## src/rtl/led_seq_pkg.sv

```systemverilog
// Shared types and default sizes for the LED RGB pattern sequencer.
package led_seq_pkg;

  localparam int unsigned SEQ_NUM_STEPS = 16;
  localparam int unsigned SEQ_DUR_W     = 32;

  typedef enum logic [1:0] {
    IDLE = 2'd0,
    LOAD = 2'd1,
    RUN  = 2'd2,
    DONE = 2'd3
  } seq_state_t;

  typedef struct packed {
    logic [2:0]           enable;
    logic [2:0]           mode;
    logic [2:0]           hold;
    logic [SEQ_DUR_W-1:0] duration;
    logic [SEQ_DUR_W-1:0] dwell;
  } seq_step_t;

endpackage

```

## src/rtl/led_seq_step_ram.sv

```systemverilog
// Step table: one write port, one registered read port (distributed RAM).
module led_seq_step_ram
  import led_seq_pkg::*;
#(
  parameter int unsigned  DEPTH = SEQ_NUM_STEPS,
  localparam int unsigned AW    = $clog2(DEPTH)
) (
  input  logic          clk,
  input  logic          wr_en,
  input  logic [AW-1:0] wr_addr,
  input  seq_step_t     wr_data,
  input  logic [AW-1:0] rd_addr,
  output seq_step_t     rd_data
);

  seq_step_t mem [DEPTH];

  always_ff @(posedge clk) begin
    if (wr_en) begin
      mem[wr_addr] <= wr_data;
    end
    rd_data <= mem[rd_addr];
  end

endmodule

```

## src/rtl/led_rgb_sequencer.sv

```systemverilog
// Autonomous step-table sequencer driving the led_rgb control inputs.
// Optional LED_SEQ_PAUSE_EN adds a pause input that freezes RUN.
module led_rgb_sequencer
  import led_seq_pkg::*;
#(
  parameter int unsigned  NUM_STEPS = SEQ_NUM_STEPS,
  parameter int unsigned  DUR_W     = SEQ_DUR_W,
  localparam int unsigned IDX_W     = $clog2(NUM_STEPS),
  localparam int unsigned CNT_W     = IDX_W + 1
) (
  input  logic             aclk,
  input  logic             aresetn,
  input  logic             tbl_wr_en,
  input  logic [IDX_W-1:0] tbl_wr_addr,
  input  logic [2:0]       tbl_wr_enable,
  input  logic [2:0]       tbl_wr_mode,
  input  logic [2:0]       tbl_wr_hold,
  input  logic [DUR_W-1:0] tbl_wr_duration,
  input  logic [DUR_W-1:0] tbl_wr_dwell,
  output logic             tbl_wr_err,
  input  logic [CNT_W-1:0] num_steps,
  input  logic [15:0]      loops,
  input  logic             start,
  input  logic             stop,
`ifdef LED_SEQ_PAUSE_EN
  input  logic             pause,
`endif
  output logic             busy,
  output logic             done,
  output logic             aborted,
  output logic [IDX_W-1:0] cur_step,
  output logic             mode_r,
  output logic             mode_g,
  output logic             mode_b,
  output logic             enable_r,
  output logic             enable_g,
  output logic             enable_b,
  output logic             holded_r,
  output logic             holded_g,
  output logic             holded_b,
  output logic [DUR_W-1:0] duration_r,
  output logic [DUR_W-1:0] duration_g,
  output logic [DUR_W-1:0] duration_b
);

  seq_state_t       state_q, state_d;
  logic [IDX_W-1:0] cur_q, cur_d, nxt_q, nxt_d;
  logic [CNT_W-1:0] ns_q, ns_d;
  logic [15:0]      loops_q, loops_d, loop_cnt_q, loop_cnt_d;
  logic [DUR_W-1:0] dwell_q, dwell_d, dur_q, dur_d;
  logic [2:0]       en_q, en_d, mode_q, mode_d, hold_q, hold_d;
  logic             busy_q, busy_d, done_q, done_d, abort_q, abort_d;
  logic             wr_err_q, wr_err_d;

  seq_step_t        wr_step_c, ram_q;
  logic [CNT_W-1:0] ns_clamp_c;
  logic [DUR_W-1:0] step_dur_c, step_dw_raw_c, step_dwell_c;
  logic             wr_ok_c, last_step_c, more_loops_c, pause_c;

`ifdef LED_SEQ_PAUSE_EN
  assign pause_c = pause;
`else
  assign pause_c = 1'b0;
`endif

  // Index of the entry following k in an n-step pattern (wraps to 0).
  function automatic logic [IDX_W-1:0] succ_idx(input logic [IDX_W-1:0] k,
                                                input logic [CNT_W-1:0] n);
    return (({1'b0, k} + CNT_W'(1)) == n) ? '0 : k + IDX_W'(1);
  endfunction

  always_comb begin
    wr_step_c          = '0;
    wr_step_c.enable   = tbl_wr_enable;
    wr_step_c.mode     = tbl_wr_mode;
    wr_step_c.hold     = tbl_wr_hold;
    wr_step_c.duration = SEQ_DUR_W'(tbl_wr_duration);
    wr_step_c.dwell    = SEQ_DUR_W'(tbl_wr_dwell);
  end

  assign wr_ok_c       = tbl_wr_en && (state_q == IDLE);
  assign ns_clamp_c    = (num_steps > CNT_W'(NUM_STEPS)) ? CNT_W'(NUM_STEPS) : num_steps;
  assign step_dur_c    = DUR_W'(ram_q.duration);
  assign step_dw_raw_c = DUR_W'(ram_q.dwell);
  assign step_dwell_c  = (step_dw_raw_c == '0) ? DUR_W'(1) : step_dw_raw_c;
  assign last_step_c   = (({1'b0, cur_q} + CNT_W'(1)) == ns_q);
  assign more_loops_c  = (loops_q == '0) || (({1'b0, loop_cnt_q} + 17'd1) < {1'b0, loops_q});

  // Read address is the next-cycle successor so ram_q always holds the prefetched entry.
  led_seq_step_ram #(
    .DEPTH (NUM_STEPS)
  ) u_ram (
    .clk     (aclk),
    .wr_en   (wr_ok_c),
    .wr_addr (tbl_wr_addr),
    .wr_data (wr_step_c),
    .rd_addr (nxt_d),
    .rd_data (ram_q)
  );

  always_ff @(posedge aclk) begin
    if (!aresetn) begin
      state_q    <= IDLE;
      cur_q      <= '0;
      nxt_q      <= '0;
      ns_q       <= '0;
      loops_q    <= '0;
      loop_cnt_q <= '0;
      dwell_q    <= '0;
      dur_q      <= '0;
      en_q       <= '0;
      mode_q     <= '0;
      hold_q     <= '0;
      busy_q     <= 1'b0;
      done_q     <= 1'b0;
      abort_q    <= 1'b0;
      wr_err_q   <= 1'b0;
    end else begin
      state_q    <= state_d;
      cur_q      <= cur_d;
      nxt_q      <= nxt_d;
      ns_q       <= ns_d;
      loops_q    <= loops_d;
      loop_cnt_q <= loop_cnt_d;
      dwell_q    <= dwell_d;
      dur_q      <= dur_d;
      en_q       <= en_d;
      mode_q     <= mode_d;
      hold_q     <= hold_d;
      busy_q     <= busy_d;
      done_q     <= done_d;
      abort_q    <= abort_d;
      wr_err_q   <= wr_err_d;
    end
  end

  always_comb begin
    state_d    = state_q;
    cur_d      = cur_q;
    nxt_d      = nxt_q;
    ns_d       = ns_q;
    loops_d    = loops_q;
    loop_cnt_d = loop_cnt_q;
    dwell_d    = dwell_q;
    dur_d      = dur_q;
    en_d       = en_q;
    mode_d     = mode_q;
    hold_d     = hold_q;
    done_d     = 1'b0;
    abort_d    = 1'b0;
    wr_err_d   = tbl_wr_en && (state_q != IDLE);

    case (state_q)
      IDLE: begin
        nxt_d = '0;
        if (start && !stop && (ns_clamp_c != '0)) begin
          state_d    = LOAD;
          ns_d       = ns_clamp_c;
          loops_d    = loops;
          loop_cnt_d = '0;
          cur_d      = '0;
        end
      end
      LOAD: begin
        state_d = RUN;
        en_d    = ram_q.enable;
        mode_d  = ram_q.mode;
        hold_d  = ram_q.hold;
        dur_d   = step_dur_c;
        dwell_d = step_dwell_c;
        cur_d   = '0;
        nxt_d   = succ_idx('0, ns_q);
      end
      RUN: begin
        if (!pause_c) begin
          if (dwell_q > DUR_W'(1)) begin
            dwell_d = dwell_q - DUR_W'(1);
          end else if (!last_step_c || more_loops_c) begin
            en_d    = ram_q.enable;
            mode_d  = ram_q.mode;
            hold_d  = ram_q.hold;
            dur_d   = step_dur_c;
            dwell_d = step_dwell_c;
            cur_d   = nxt_q;
            nxt_d   = succ_idx(nxt_q, ns_q);
            if (last_step_c && (loop_cnt_q != '1)) begin
              loop_cnt_d = loop_cnt_q + 16'd1;
            end
          end else begin
            state_d = DONE;
            done_d  = 1'b1;
            en_d    = '0;
            mode_d  = '0;
            hold_d  = '0;
            dur_d   = '0;
            cur_d   = '0;
          end
        end
      end
      DONE: begin
        state_d = IDLE;
        nxt_d   = '0;
      end
      default: state_d = IDLE;
    endcase

    // Abort overrides everything while a sequence is in flight.
    if (stop && (state_q != IDLE)) begin
      state_d = IDLE;
      done_d  = 1'b0;
      abort_d = 1'b1;
      en_d    = '0;
      mode_d  = '0;
      hold_d  = '0;
      dur_d   = '0;
      cur_d   = '0;
      nxt_d   = '0;
      dwell_d = '0;
    end

    busy_d = (state_d != IDLE);
  end

  assign tbl_wr_err = wr_err_q;
  assign busy       = busy_q;
  assign done       = done_q;
  assign aborted    = abort_q;
  assign cur_step   = cur_q;
  assign enable_r   = en_q[0];
  assign enable_g   = en_q[1];
  assign enable_b   = en_q[2];
  assign mode_r     = mode_q[0];
  assign mode_g     = mode_q[1];
  assign mode_b     = mode_q[2];
  assign holded_r   = hold_q[0];
  assign holded_g   = hold_q[1];
  assign holded_b   = hold_q[2];
  assign duration_r = dur_q;
  assign duration_g = dur_q;
  assign duration_b = dur_q;

endmodule

```

## config.mk

```make
export PLATFORM = sky130hd
export DESIGN_NAME = led_rgb_sequencer
export DESIGN_NICKNAME = d
export VERILOG_FILES = /design/src/rtl/led_seq_pkg.sv /design/src/rtl/led_seq_step_ram.sv /design/src/rtl/led_rgb_sequencer.sv
export SDC_FILE = /design/constraint.sdc
export NUM_CORES = 2
export LEC_CHECK = 0
export CAP_MARGIN = 25
export CORE_MARGIN = 5
export CORE_UTILIZATION = 28
export CTS_CLUSTER_DIAMETER = 40
export DETAILED_ROUTE_END_ITERATION = 10
export PLACE_DENSITY = 0.47
export SLEW_MARGIN = 15
export SYNTH_ARGS = -nofsm -noshare
export SYNTH_HDL_FRONTEND = slang
export SYNTH_SLANG_ARGS = --single-unit
export TNS_END_PERCENT = 10
```

## constraint.sdc

```tcl
create_clock -name aclk -period 16.6 [get_ports aclk]
set_clock_uncertainty 0.15 [all_clocks]
set_input_delay 3.32 -clock aclk [delete_from_list [all_inputs] [get_ports aclk]]
set_output_delay 3.32 -clock aclk [all_outputs]
set_load 0.05 [all_outputs]
```

# Word level (Yosys, flattened, before mapping)
# Memory sizes are Yosys's and may differ from the RTL's. A register that Yosys moved wholly into a read port is not among the register bits.
# Cells that the tools add are included.
[op_classes] n_addsub=6 order_cmp=3 n_eq_ne=12 n_mux=41 bitwise_logic=2 reduce_logical=27
[ops] operator="$mux 32" count=5
[ops] operator="$pmux 32 s2" count=2
[ops] operator="$mux 16" count=4
[ops] operator="$gt 32x1->1 const B" count=1
[ops] operator="$logic_not 32->1" count=1
[ops] operator="$pmux 16 s2" count=1
[ops] operator="$sub 32x1->32 const B" count=1
[ops] operator="$mux 4" count=7
[ops] operator="$pmux 4 s3" count=2
[ops] operator="$mux 3" count=6
[ops] operator="$pmux 3 s2" count=3
[ops] operator="$add 16x1->17 const B" count=1
[ops] operator="$lt 17x16->1" count=1
[ops] operator="$add 16x1->16 const B" count=1
[ops] operator="$logic_not 16->1" count=1
[ops] operator="$ne 16x16->1 const B" count=1
[ops] operator="$add 4x1->5 const B" count=2
[ops] operator="$eq 5x5->1" count=2
[ops] operator="$mux 2" count=4
[ops] operator="$pmux 2 s4" count=1
[ops] operator="$reduce_bool 2->1" count=4
[ops] operator="$logic_and 1x1->1" count=6
[ops] operator="$ne 2x2->1 const B" count=3
[ops] operator="$reduce_and 2->1" count=3
[ops] operator="other kinds (19)" count=28
[word_totals] register_bits=124 ram_bits=1168 in_bits=103 out_inout_bits=113 wordCells=107 n_memories=1
[mem_list] memory="u_ram.mem" depth=16 word_bits=73 rd=1 rd_ports_with_merged_regs=1 wr=1 line="led_seq_step_ram.sv:16" text="seq_step_t mem [DEPTH];"

# Longest topological paths before layout
[depth] word_depth=9 depth_mapped=20 ltp_nobuf=17

# Cells and area by module
# Synthesis repeated with hierarchy kept, for this count alone.
[hier_totals] hier_cells=2691 area_unflattened_um2=52039.9
[modules_own_cells] module="led_seq_step_ram" n_inst=1 cells_each=1875 area_each_um2=45127.0 seq_area_each_um2=36535.0
[modules_own_cells] module="led_rgb_sequencer" n_inst=1 cells_each=816 area_each_um2=6912.9 seq_area_each_um2=2482.4

# Worst setup path before layout
# No wires, ideal clock.
[synth_path] path_type="in2reg" start="input tbl_wr_en" end="memory u_ram.mem[0][0] (netlist name) (enable)" setup_ns=0.595 arrival_ns=8.720 required_time_ns=15.855 path_slack_ns=7.135 stages=3 path_buffers=0 path_cell_list="nand2_1 -> or3_1 -> nor3_1"
[synth_via] elab_chain_cells=3
[synth_rtl] item="start, declared" line="led_rgb_sequencer.sv:13" text="input logic tbl_wr_en,"
[synth_rtl] item="$logic_and 1x1->1" line="led_rgb_sequencer.sv:81" text="assign wr_ok_c = tbl_wr_en && (state_q == IDLE);"
[synth_rtl] item="$mux 1" line="led_seq_step_ram.sv:19" text="if (wr_en) begin"
[synth_rtl] item="$mux 1 (not written as such)" line="led_seq_step_ram.sv:20" text="mem[wr_addr] <= wr_data;"
[synth_rtl] item="end, declared" line="led_seq_step_ram.sv:16"
# No other way between the ends.

# Worst setup path in the final report
[layout_path] start="input stop" end="register u_ram.rd_data[57] (netlist name)"
[layout_via] elab_chain_cells=2
[layout_rtl] item="start, declared" line="led_rgb_sequencer.sv:24" text="input logic stop,"
[layout_rtl] item="$logic_and 1x1->1" line="led_rgb_sequencer.sv:208" text="if (stop && (state_q != IDLE)) begin"
[layout_rtl] item="$mux 4" line="led_rgb_sequencer.sv:208"
# No other way between the ends.
# A chain may end at the register's enable or synchronous reset.

==> impl_metrics.env <==
export IMPL_path_max_fanout=72
export IMPL_numCtsBuffers=213
export IMPL_synth_cell_types=71
export IMPL_power_mw=12.03
export IMPL_fp_dieW_um=452.2
export IMPL_grt_total_usage=0.1622
export IMPL_setup_viol=0
export IMPL_slowest_stage="buf_4"
export IMPL_rsz0062_at_grt="no"
export IMPL_ys_ff_latch=1365
export IMPL_ys_top_cells_by_count="1168 x edfxtp_1, 374 x nand2_1, 307 x o21ai_0"
export IMPL_cp_end_kind="flip-flop"
export IMPL_worstSkewPairLatency_ns=0.84
export IMPL_io_pin_count=216
export IMPL_drc_errors=0
export IMPL_switching_share=0.3747
export IMPL_yosysWarnings=0
export IMPL_die_area_mm2=0.2045
export IMPL_fin_util=0.3424
export IMPL_synth_most_common_cell="edfxtp_1"
export IMPL_crit_chain="clkdlybuf4s50_1 -> nor2b_1 -> nor3_1 -> nand3b_1 -> mux2i_4 -> buf_4 -> buf_4 -> buf_4 -> a32oi_1 -> a22oi_1 -> o211ai_1"
export IMPL_ctsResizeCount=0
export IMPL_cts_tree="yes"
export IMPL_area_growth_pct=21.82
export IMPL_via_count=35760
export IMPL_num_rows=162
export IMPL_synth_top_cell_area_share=0.6406
export IMPL_post_route_period_util=0.4418
export IMPL_wl_per_cell_um=24.51
export IMPL_slew_viol_final=0
export IMPL_p_int_mw=7.520
export IMPL_setup_tns_ns=0
export IMPL_max_stage_delay_ns=0.77
export IMPL_hold_class="reg -> reg"
export IMPL_synth_area_per_cell_um2=13.51
export IMPL_cts_sinks=1365
export IMPL_layout_nets=4288
export IMPL_worstHoldPathCells=2
export IMPL_yosysTopAreaCell="edfxtp_1"
export IMPL_powerDensity_mw_per_mm2=180.3
export IMPL_grt_max_degree=179
export IMPL_antenna_found_initial=28
export IMPL_grt_overflow=0
export IMPL_grt_pass1_wl_um=247700
export IMPL_post_cts_buffers=0
export IMPL_fill_cells=18900
export IMPL_core_mm2=0.1948
export IMPL_synth_area_mm2=0.05475
export IMPL_initial_core_util=0.2811
export IMPL_drtAntennaViolNets=0
export IMPL_tightest_slew_ns=1.129
export IMPL_synth_nets=4181
export IMPL_cp_arrival_ns=7.87
export IMPL_drive_gt1_frac=0.1165
export IMPL_portBuffers=215
export IMPL_synth_edf_count=1168
export IMPL_p_comb_frac=0.281
export IMPL_slew_headroom=0.2476
export IMPL_pwr_share_seq=0.340
export IMPL_wl_um=171300
export IMPL_synthTopCellsByArea="edfxtp_1 64%, dfxtp_1 7.2%, o21ai_0 2.8%"
export IMPL_hpwl_um=86140
export IMPL_fin_hold_ws_ns=0.3061
export IMPL_htreeDepth=4
export IMPL_cp_common_cell="buf_4"
export IMPL_cp_top_family="buffers and inverters"
export IMPL_critPathLaunchType="input port"
export IMPL_netlist_instances=4054
export IMPL_cts_buffer_depth=3
export IMPL_fmax_mhz=136.3
export IMPL_root_buffer="clkbuf_16"
export IMPL_ys_seq_area_frac=0.7126
export IMPL_grt_pass1_vias=34920
export IMPL_ys_flop_type="edfxtp_1"
export IMPL_cp_data_required_time_ns=17.14
export IMPL_max_vdd_ir_drop_v=0.0002358
export IMPL_drt_pass1_iter_count=6
export IMPL_cts_clk_slew_worst_paths_ns=0.06
export IMPL_gp_congestion=0.7243
export IMPL_viasPerCell=5.118
export IMPL_status="completed"
export IMPL_hold_viol=0
export IMPL_drt_iter0_drc=3328
export IMPL_cap_violations=0
export IMPL_clkPwrFrac=0.379
export IMPL_p_leak_nw=21.34
export IMPL_cp_num_cells=11
export IMPL_crit_type="in -> reg"
export IMPL_min_period_ns=7.334
export IMPL_ctsHoldBuffers=0
export IMPL_worst_r2r_path_depth=20
export IMPL_p_sw_mw=4.506
export IMPL_die_h_um=452.2
export IMPL_path_buf_inv=4
export IMPL_async_flop_share=0
-- path summary, 6_finish.rpt --
check,slack [ns],to,start
hold reg to reg,0.31,duration_b[7],u_ram.rd_data[39]
setup reg to reg,9.54,u_ram.rd_data[62],loop_cnt_q[2]
hold / removal,0.31,duration_b[7],u_ram.rd_data[39]
setup / recovery,9.27,u_ram.rd_data[57],stop
-- kinds of logic after synthesis --
| kind of cell | after synthesis | synth area share |
|---|---|---|
| xor gates and xnor gates | 24 | 0.003839 |
| DFF | 1365 | 0.7126 |
| adders and majority gates | 24 | 0.005485 |
| AOI/OAI and AO/OA | 1307 | 0.1611 |
| and+or+nand+nor | 886 | 0.07589 |
| muxes | 18 | 0.003291 |
| buffers and inverters | 430 | 0.03773 |
-- state kept, by name, summed over array words and instances (netlist names), 4 cells and up --
name / cells
loop_cnt_q: 16
ns_q: 5
u_ram.mem: 1168
loops_q: 16
cur_step: 4
duration_b: 32
dwell_q: 32
nxt_q: 4
u_ram.rd_data: 73
-- tightest hold or removal path, cell delays in order, from the launching register on --
cell and delay [ns]:
dfxtp_1 0.30, a22oi_1 0.06, nor2_1 0.08
-- per-layer routing --
metal  vias to the layer above  share of wire  global-route usage
met2                      1082           0.47              0.2623
met1                     18210           0.44              0.2157
met4                        12          0.032             0.05746
li1                      16160              -                   -
met5                         -        0.00047                   0
met3                       298          0.058             0.03441
-- power groups by stage --
stage                     Combinational [mW]  Sequential, mW  Clock (mW)
after CTS                               3.40            4.09        4.65
after global routing                    3.66            4.11        4.81
after floorplan                         2.28            4.16           0
after detailed placement                3.38            4.16           0
after global placement                  3.38            4.16           0
final                                   3.38            4.09        4.56
-- stage by stage --
stage | cells | instance area [um2] | worst slack (ns)
4_1_cts | 6973 | 66620 | 9.402
6_report | 6988 | 66700 | 9.266
3_5_place_dp | 6567 | 59120 | 8.495
2_1_floorplan | 4054 | 54750 | 7.135
3_3_place_gp | 6566 | 59100 | 8.543
5_1_grt | 6982 | 66680 | 9.014
-- cell usage in the layout (no fill, tap or decap), types with 14 or more instances in the layout --
cell type / netlist / final
clkdlybuf4s50_1: 0 / 215
nor2_1: 127 / 113
and3_1: 77 / 77
nor3_1: 26 / 22
a32oi_1: 147 / 147
nand2_1: 374 / 370
inv_6: 0 / 24
a211oi_1: 86 / 86
a32o_1: 73 / 73
nand3_1: 166 / 166
clkinvlp_4: 0 / 28
inv_1: 26 / 26
nor2b_1: 32 / 31
edfxtp_1: 1168 / 1168
bufinv_16: 0 / 23
a22oi_1: 125 / 125
buf_4: 72 / 73
a21oi_1: 201 / 198
o21ai_1: 35 / 35
o211ai_1: 74 / 74
nor4_1: 16 / 16
clkinv_4: 0 / 30
mux2i_1: 18 / 17
clkbuf_16: 0 / 214
clkinv_2: 0 / 23
nor2_4: 0 / 14
clkinv_1: 0 / 14
a31oi_1: 151 / 150
dfxtp_1: 197 / 197
a211o_1: 73 / 73
ha_1: 24 / 24
clkbuf_1: 202 / 20
o21ai_0: 307 / 307
-- final cells by class --
type	instances	area, um2	area share
tap	2624	3283	0.04923
antenna	12	30.03	0.0004502
timing repair buffer	296	2855	0.04281
clock inverter	161	1913	0.02868
multi-input combinational	2259	13920	0.2087
inverter	26	97.59	0.001463
clock buffer	245	5582	0.08369
sequential	1365	39020	0.5850
Power figures use the tool's default switching activity.
